### src/rtl/add_sub_arbiter_if.sv
// ---------------------------------------------------------------------------
// add_sub_arbiter_if
// Bundles the request, response and datapath-side signals of add_sub_arbiter.
//   req/req_sub/req_cin   per-requester request, subtract select, carry-in
//   req_in1/req_in2       packed 16-bit operands, requester i at [16i+15:16i]
//   gnt                   one-hot accept pulse
//   resp_*                result channel (valid/ready) with owner id and flags
//   err_count             saturating count of invalid results
//   alu_*                 connection to the shared add_sub_cla datapath
// Modports: slave = the arbiter, master = requesters/consumer/datapath side.
// ---------------------------------------------------------------------------
interface add_sub_arbiter_if #(
  parameter int NUM_REQ = 4,
  parameter int ID_W    = 2
);
  logic [NUM_REQ-1:0]    req;
  logic [NUM_REQ-1:0]    req_sub;
  logic [NUM_REQ-1:0]    req_cin;
  logic [16*NUM_REQ-1:0] req_in1;
  logic [16*NUM_REQ-1:0] req_in2;
  logic [NUM_REQ-1:0]    gnt;

  logic                  resp_valid;
  logic                  resp_ready;
  logic [ID_W-1:0]       resp_id;
  logic [15:0]           resp_out;
  logic                  resp_cout;
  logic                  resp_invalid;
  logic [7:0]            err_count;

  logic                  alu_enable;
  logic                  alu_sub;
  logic                  alu_cin;
  logic [15:0]           alu_in1;
  logic [15:0]           alu_in2;
  logic [15:0]           alu_out;
  logic                  alu_cout;
  logic                  alu_invalid;

  modport slave (
    input  req, req_sub, req_cin, req_in1, req_in2, resp_ready,
           alu_out, alu_cout, alu_invalid,
    output gnt, resp_valid, resp_id, resp_out, resp_cout, resp_invalid,
           err_count, alu_enable, alu_sub, alu_cin, alu_in1, alu_in2
  );

  modport master (
    output req, req_sub, req_cin, req_in1, req_in2, resp_ready,
           alu_out, alu_cout, alu_invalid,
    input  gnt, resp_valid, resp_id, resp_out, resp_cout, resp_invalid,
           err_count, alu_enable, alu_sub, alu_cin, alu_in1, alu_in2
  );
endinterface

### src/rtl/add_sub_arbiter.sv
// ---------------------------------------------------------------------------
// add_sub_arbiter
// Shares one add_sub_cla datapath (16-bit scaled format) between NUM_REQ
// requesters. A round-robin pick in IDLE captures the winner's operands,
// EXEC enables the datapath for LATENCY cycles, RESP holds the captured
// result on a valid/ready channel until accepted. Invalid results are
// counted in a saturating 8-bit counter.
// Ports:
//   clk  rising-edge clock
//   rst  synchronous active-high reset
//   bus  add_sub_arbiter_if.slave (request, response and datapath signals)
// ---------------------------------------------------------------------------
module add_sub_arbiter #(
  parameter int NUM_REQ = 4,
  parameter int ID_W    = 2,
  parameter int LATENCY = 1
) (
  input  logic             clk,
  input  logic             rst,
  add_sub_arbiter_if.slave bus
);

  typedef enum logic [1:0] {IDLE, EXEC, RESP} state_t;

  localparam logic [2:0] CNT_INIT = 3'(LATENCY - 1);

  state_t          state, state_next;
  logic [ID_W-1:0] ptr;
  logic [ID_W-1:0] id;
  logic [ID_W-1:0] win_id;
  logic [ID_W-1:0] ptr_next;
  logic            win_found;
  logic [2:0]      cnt;
  logic [15:0]     op_in1, op_in2;
  logic            op_sub, op_cin;
  logic [15:0]     in1_arr [NUM_REQ];
  logic [15:0]     in2_arr [NUM_REQ];

  logic [NUM_REQ-1:0] gnt_q;
  logic               resp_valid_q;
  logic [ID_W-1:0]    resp_id_q;
  logic [15:0]        resp_out_q;
  logic               resp_cout_q;
  logic               resp_invalid_q;
  logic [7:0]         err_count_q;

  logic do_grant, do_capture, do_release;

  // Unpack the flat operand buses so the winner can be selected by index.
  always_comb begin
    for (int i = 0; i < NUM_REQ; i++) begin
      in1_arr[i] = bus.req_in1[16*i +: 16];
      in2_arr[i] = bus.req_in2[16*i +: 16];
    end
  end

  // Round-robin pick: scan from ptr downwards in priority. Iterating the
  // offsets from highest to lowest lets the smallest offset overwrite last.
  always_comb begin
    // NOTE: every always_comb output gets a default first so no path leaves
    // it unassigned, which would otherwise infer a latch.
    win_found = 1'b0;
    win_id    = '0;
    for (int i = NUM_REQ - 1; i >= 0; i--) begin
      if (bus.req[ID_W'((int'(ptr) + i) % NUM_REQ)]) begin
        win_found = 1'b1;
        win_id    = ID_W'((int'(ptr) + i) % NUM_REQ);
      end
    end
    ptr_next = ID_W'((int'(win_id) + 1) % NUM_REQ);
  end

  // Next-state and control decode.
  always_comb begin
    state_next = state;
    do_grant   = 1'b0;
    do_capture = 1'b0;
    do_release = 1'b0;
    case (state)
      IDLE: if (win_found) begin
        do_grant   = 1'b1;
        state_next = EXEC;
      end
      EXEC: if (cnt == 3'd0) begin
        do_capture = 1'b1;
        state_next = RESP;
      end
      RESP: if (bus.resp_ready) begin
        do_release = 1'b1;
        state_next = IDLE;
      end
      default: state_next = IDLE;
    endcase
  end

  // NOTE: state and datapath registers use non-blocking assignments so every
  // register samples the pre-edge values, independent of statement order.
  always_ff @(posedge clk) begin
    if (rst) begin
      // NOTE: every register, including the operand and result holding
      // registers, is cleared so all outputs read 0 straight after reset.
      state          <= IDLE;
      ptr            <= '0;
      id             <= '0;
      cnt            <= '0;
      op_in1         <= '0;
      op_in2         <= '0;
      op_sub         <= 1'b0;
      op_cin         <= 1'b0;
      gnt_q          <= '0;
      resp_valid_q   <= 1'b0;
      resp_id_q      <= '0;
      resp_out_q     <= '0;
      resp_cout_q    <= 1'b0;
      resp_invalid_q <= 1'b0;
      err_count_q    <= '0;
    end else begin
      state <= state_next;
      gnt_q <= '0;

      if (do_grant) begin
        op_in1 <= in1_arr[win_id];
        op_in2 <= in2_arr[win_id];
        op_sub <= bus.req_sub[win_id];
        op_cin <= bus.req_cin[win_id];
        id     <= win_id;
        gnt_q  <= NUM_REQ'(1) << win_id;
        ptr    <= ptr_next;
        cnt    <= CNT_INIT;
      end

      if (state == EXEC && cnt != 3'd0) begin
        cnt <= cnt - 3'd1;
      end

      if (do_capture) begin
        resp_out_q     <= bus.alu_out;
        resp_cout_q    <= bus.alu_cout;
        resp_invalid_q <= bus.alu_invalid;
        resp_id_q      <= id;
        resp_valid_q   <= 1'b1;
        if (bus.alu_invalid && err_count_q != 8'hFF) begin
          err_count_q <= err_count_q + 8'd1;
        end
      end

      if (do_release) begin
        resp_valid_q <= 1'b0;
      end
    end
  end

  assign bus.gnt          = gnt_q;
  assign bus.resp_valid   = resp_valid_q;
  assign bus.resp_id      = resp_id_q;
  assign bus.resp_out     = resp_out_q;
  assign bus.resp_cout    = resp_cout_q;
  assign bus.resp_invalid = resp_invalid_q;
  assign bus.err_count    = err_count_q;

  // Datapath is fed from the operand registers at all times.
  assign bus.alu_enable = (state == EXEC);
  assign bus.alu_sub    = op_sub;
  assign bus.alu_cin    = op_cin;
  assign bus.alu_in1    = op_in1;
  assign bus.alu_in2    = op_in2;

endmodule

### src/flat_wrapper.sv
// flat-port wrapper written by rule: the top's interface ports become plain ports
module add_sub_arbiter_flat 
#(
  parameter int NUM_REQ = 4,
  parameter int ID_W    = 2,
  parameter int LATENCY = 1
)
  (clk, rst, bus_req, bus_req_sub, bus_req_cin, bus_req_in1, bus_req_in2, bus_resp_ready, bus_alu_out, bus_alu_cout, bus_alu_invalid, bus_gnt, bus_resp_valid, bus_resp_id, bus_resp_out, bus_resp_cout, bus_resp_invalid, bus_err_count, bus_alu_enable, bus_alu_sub, bus_alu_cin, bus_alu_in1, bus_alu_in2);
  add_sub_arbiter_if #(.NUM_REQ(NUM_REQ), .ID_W(ID_W)) bus_i ();
  input  logic clk;
  input  logic rst;
  input wire logic [$bits(bus_i.req)-1:0] bus_req;
  input wire logic [$bits(bus_i.req_sub)-1:0] bus_req_sub;
  input wire logic [$bits(bus_i.req_cin)-1:0] bus_req_cin;
  input wire logic [$bits(bus_i.req_in1)-1:0] bus_req_in1;
  input wire logic [$bits(bus_i.req_in2)-1:0] bus_req_in2;
  input wire logic [$bits(bus_i.resp_ready)-1:0] bus_resp_ready;
  input wire logic [$bits(bus_i.alu_out)-1:0] bus_alu_out;
  input wire logic [$bits(bus_i.alu_cout)-1:0] bus_alu_cout;
  input wire logic [$bits(bus_i.alu_invalid)-1:0] bus_alu_invalid;
  output wire logic [$bits(bus_i.gnt)-1:0] bus_gnt;
  output wire logic [$bits(bus_i.resp_valid)-1:0] bus_resp_valid;
  output wire logic [$bits(bus_i.resp_id)-1:0] bus_resp_id;
  output wire logic [$bits(bus_i.resp_out)-1:0] bus_resp_out;
  output wire logic [$bits(bus_i.resp_cout)-1:0] bus_resp_cout;
  output wire logic [$bits(bus_i.resp_invalid)-1:0] bus_resp_invalid;
  output wire logic [$bits(bus_i.err_count)-1:0] bus_err_count;
  output wire logic [$bits(bus_i.alu_enable)-1:0] bus_alu_enable;
  output wire logic [$bits(bus_i.alu_sub)-1:0] bus_alu_sub;
  output wire logic [$bits(bus_i.alu_cin)-1:0] bus_alu_cin;
  output wire logic [$bits(bus_i.alu_in1)-1:0] bus_alu_in1;
  output wire logic [$bits(bus_i.alu_in2)-1:0] bus_alu_in2;
  assign bus_i.req = bus_req;
  assign bus_i.req_sub = bus_req_sub;
  assign bus_i.req_cin = bus_req_cin;
  assign bus_i.req_in1 = bus_req_in1;
  assign bus_i.req_in2 = bus_req_in2;
  assign bus_i.resp_ready = bus_resp_ready;
  assign bus_i.alu_out = bus_alu_out;
  assign bus_i.alu_cout = bus_alu_cout;
  assign bus_i.alu_invalid = bus_alu_invalid;
  assign bus_gnt = bus_i.gnt;
  assign bus_resp_valid = bus_i.resp_valid;
  assign bus_resp_id = bus_i.resp_id;
  assign bus_resp_out = bus_i.resp_out;
  assign bus_resp_cout = bus_i.resp_cout;
  assign bus_resp_invalid = bus_i.resp_invalid;
  assign bus_err_count = bus_i.err_count;
  assign bus_alu_enable = bus_i.alu_enable;
  assign bus_alu_sub = bus_i.alu_sub;
  assign bus_alu_cin = bus_i.alu_cin;
  assign bus_alu_in1 = bus_i.alu_in1;
  assign bus_alu_in2 = bus_i.alu_in2;
  add_sub_arbiter #(.NUM_REQ(NUM_REQ), .ID_W(ID_W), .LATENCY(LATENCY)) u_core (.clk(clk), .rst(rst), .bus(bus_i));
endmodule
### config.mk
export PLATFORM = sky130hd
export DESIGN_NAME = add_sub_arbiter_flat
export DESIGN_NICKNAME = d
export VERILOG_FILES = /design/src/rtl/add_sub_arbiter_if.sv /design/src/rtl/add_sub_arbiter.sv /design/src/flat_wrapper.sv
export SDC_FILE = /design/constraint.sdc
export NUM_CORES = 1
export LEC_CHECK = 0
export ABC_AREA = 1
export CORE_ASPECT_RATIO = 1.4
export CORE_UTILIZATION = 36
export DETAILED_ROUTE_END_ITERATION = 6
export PLACE_DENSITY = 0.78
export SYNTH_ARGS = -nofsm -noshare
export SYNTH_HDL_FRONTEND = slang
export SYNTH_SLANG_ARGS = --single-unit
### constraint.sdc
create_clock -name clk -period 1.8 [get_ports clk]
set_clock_uncertainty 0.1 [all_clocks]
set_input_delay 0.36 -clock clk [delete_from_list [all_inputs] [get_ports clk]]
set_output_delay 0.36 -clock clk [all_outputs]
set_load 0.02 [all_outputs]
==> results.md <==
- Half-perimeter wire length after placement: 10,300 µm
- Seq cells post-synth: 76
- Sink Count: between 70 and 80
- Die Area: roughly 0.012 mm²
- Layout area overhead: 91.9%
- Global route overflow: 0
- Die height: approximately 130 µm
- PnR Total Power: 0.0148 W
- Final min period: roughly 2.0 ns
- Final period utilization: 112%
- RSZ-0062 raised after global routing: yes
- Worst Hold Class: flip-flop to flip-flop
- Pins Over Slew Limit: 0
- Synth Area per Inst: 6.85 µm²
- Slew Limit Headroom: between 70 and 80%
- Leakage: 3.53 nW
- Failing checks: negative setup slack
- Worst path required time: 1.92 ns
- Root buffer cell: clkbuf_16
- TritonCTS clock tree: done
- Number of antenna diodes: 0
- Remaining DRCs: 0
- CP Capture Type: flip-flop
- Hold_buf cts: 0
- Clock Latency Late Sink: ~0.33 ns
- FF+latch area: ~0.0015 mm²
- I/O pin total: approximately 230
- Initial Util: a little under two fifths
- Fmax: 497 MHz
- Power per cell area: roughly 1800 mW/mm²
- Clock transition at path regs: around 0.06 ns
- Worst slew pin tran: roughly 0.33 ns
- Synthesized area: about 0.0043 mm²
- Most frequent cells in the layout: clkdlybuf4s50_1 (208), nand3_1 (138), nand2_1 (120)
- Multi-input gate area: ~0.0027 mm²
- Placement Rows: 46
- Clk buf depth: 2
- Wire length per cell: between 15 and 20 µm
- Port bufs: roughly 230
- Drt total wl: around 17,000 µm
- YS warnings: 0
- First-pass GRT wire length: roughly 24,000 µm
- Die Wd: between 90 and 100 µm
- RD Place Congestion: roughly 0.85
- H-tree depth: 3
- Fin area: 0.00823 mm²
- Final Hold Fails: 0
- Status: finished with violations
- CP Max Fanout: 24
- Vias post-DR: approximately 5,300
- Fraction of layout cells with a size suffix above 1: 22.6%
- Max-Cap Viols: 0
- 1st-iter DRT viols: about 240
- Post-synthesis cell type count: 35
- Fin cells: slightly above 1,000
- Post-route worst setup slack: -0.213 ns
- Num CTS Buffers: 9
- Arrival time at the worst endpoint: 2.13 ns
- Dpl cells: 995
- Antenna violation net count after detailed routing: 0
- Maximum vdd drop: between 1000 and 1500 µV
- Post-Syn Instances: between 600 and 700
- Worst Setup Path Type: flip-flop to flip-flop
- Setup TNS: -7.06 ns
- Register area share after synthesis: between 30 and 40%
- Core ar.: between 0.01 and 0.015 mm²
- Number of global-route vias before repair: ~5,100
- Drt pass-1 iters: 6
- Initial antenna violation count: 0
- Largest net degree at the start of global routing: 44
- Via density: 5.14
- Post-Place Cell Area: roughly 0.0070 mm²
- Final setup vio count: between 40 and 50
- # fillers: 889
- Critical path startpoint category: flip-flop
- Most common cell after layout, fill and taps aside: clkdlybuf4s50_1
- Global Route Usage Sum: between 20% and 30%
- Post-Syn Nets: 790
- Nets: roughly 1,100
worst max-delay path: stages, from the launching register on:
cell and delay, ns:
dfxtp_4 0.42, buf_6 0.13, nand2_2 0.06, nand3_1 0.10, nand2_2 0.08, a21oi_4 0.18, nand3b_1 0.14, nand2_2 0.14
inv_4 0.08, buf_12 0.17, o21ai_0 0.23, a21oi_2 0.05
cells in the mapped netlist, drive strengths merged:
master | count | area, µm²
nor4 | 2 | 12.5
o22ai | 2 | 12.5
o21ai | 41 | 209
nand4 | 1 | 6.26
o21a | 1 | 7.51
dfxtp | 76 | 1520
ha | 3 | 37.5
inv | 31 | 119
nand3 | 171 | 928
a21boi | 1 | 18.8
clkinv | 1 | 3.75
xnor2 | 1 | 8.76
nor3 | 2 | 10.0
a221oi | 1 | 8.76
nand3b | 2 | 15.0
clkbuf | 13 | 48.8
nand2 | 154 | 619
nor2 | 19 | 71.3
a21oi | 67 | 339
and3 | 1 | 6.26
buf | 36 | 284
per-layer routing:
layer | GRT usage (%) | part of all wire [%] | wire length (µm) | vias up
met2 | 45.4 | 54 | 9060 | 210
li1 | - | - | - | 2655
met4 | 9.40 | 2.8 | 469 | 0
met1 | 27.9 | 37 | 6210 | 2448
met3 | 5.09 | 6.2 | 1040 | 30
met5 | 0 | 0 | 0 | -
power breakdown:
part / switching (W) / internal (W)
Sequential: 0.000309 / 0.00220
Clock: 0.000706 / 0.000968
Combinational: 0.00537 / 0.00523
kinds of logic (layout without fill, tap and decap cells):
kind of cell	after synthesis	in the layout	share of synthesized area, %
AO/OA/AOI/OAI	113	113	13.9
XOR/XNOR	1	1	0.204
adder cells (fa/ha/maj)	3	3	0.875
buffers and inverters	81	350	10.6
flip-flops	76	76	35.5
AND/OR/NAND/NOR	352	352	38.9
registers in the layout (all words and copies together), names as in the netlist:
name,count
u_core.bus.alu_in1,16
u_core.bus.alu_in2,16
u_core.bus.resp_out,16
u_core.bus.err_count,8
u_core.bus.gnt,4
u_core.cnt,3
u_core.bus.resp_id,2
u_core.id,2
u_core.ptr,2
u_core.state,2
u_core.bus.alu_cin,1
u_core.bus.alu_sub,1
u_core.bus.resp_cout,1
u_core.bus.resp_invalid,1
u_core.bus.resp_valid,1
timing repair:
action | in CTS | in global routing
pin swaps | 8 | 33
gates resized for setup | 46 | 104
setup buffers | 9 | 7
endpoints found under the setup margin | 51 | 62
gates cloned | 7 | 6
per-stage QoR:
stage / hold WS, ns / setup WS [ns] / utilization, %
final: 0.360 / -0.213 / 71.8
after global routing: 0.378 / -0.309 / 71.8
after CTS: 0.362 / -0.135 / 67.0
after detailed placement: 0.353 / -0.547 / 60.7
after global placement: 0.337 / -0.505 / 60.7
after floorplan: 0.326 / 0.0451 / -
final timing paths:
kind | startpoint | to | depth (start not counted) | slack [ns]
min reg2reg | u_core.bus.resp_out[13] | u_core.bus.resp_out[13] | 2 | 0.36
max | u_core.ptr[0] | u_core.bus.alu_in2[4] | 11 | -0.21
max reg2reg | u_core.ptr[0] | u_core.bus.alu_in2[4] | 11 | -0.21
min | u_core.bus.resp_out[13] | u_core.bus.resp_out[13] | 2 | 0.36
area by class of cell:
type                    instances  share of cell area (%)
inverters                      32                    1.51
multi-input cells             469                    33.1
clock buffers                  12                    3.00
repair buffers                302                    41.2
well taps                     144                    2.19
flip-flops and latches         76                    18.6
clock inverters                 4                   0.304
Power figures use the tool's default switching activity.
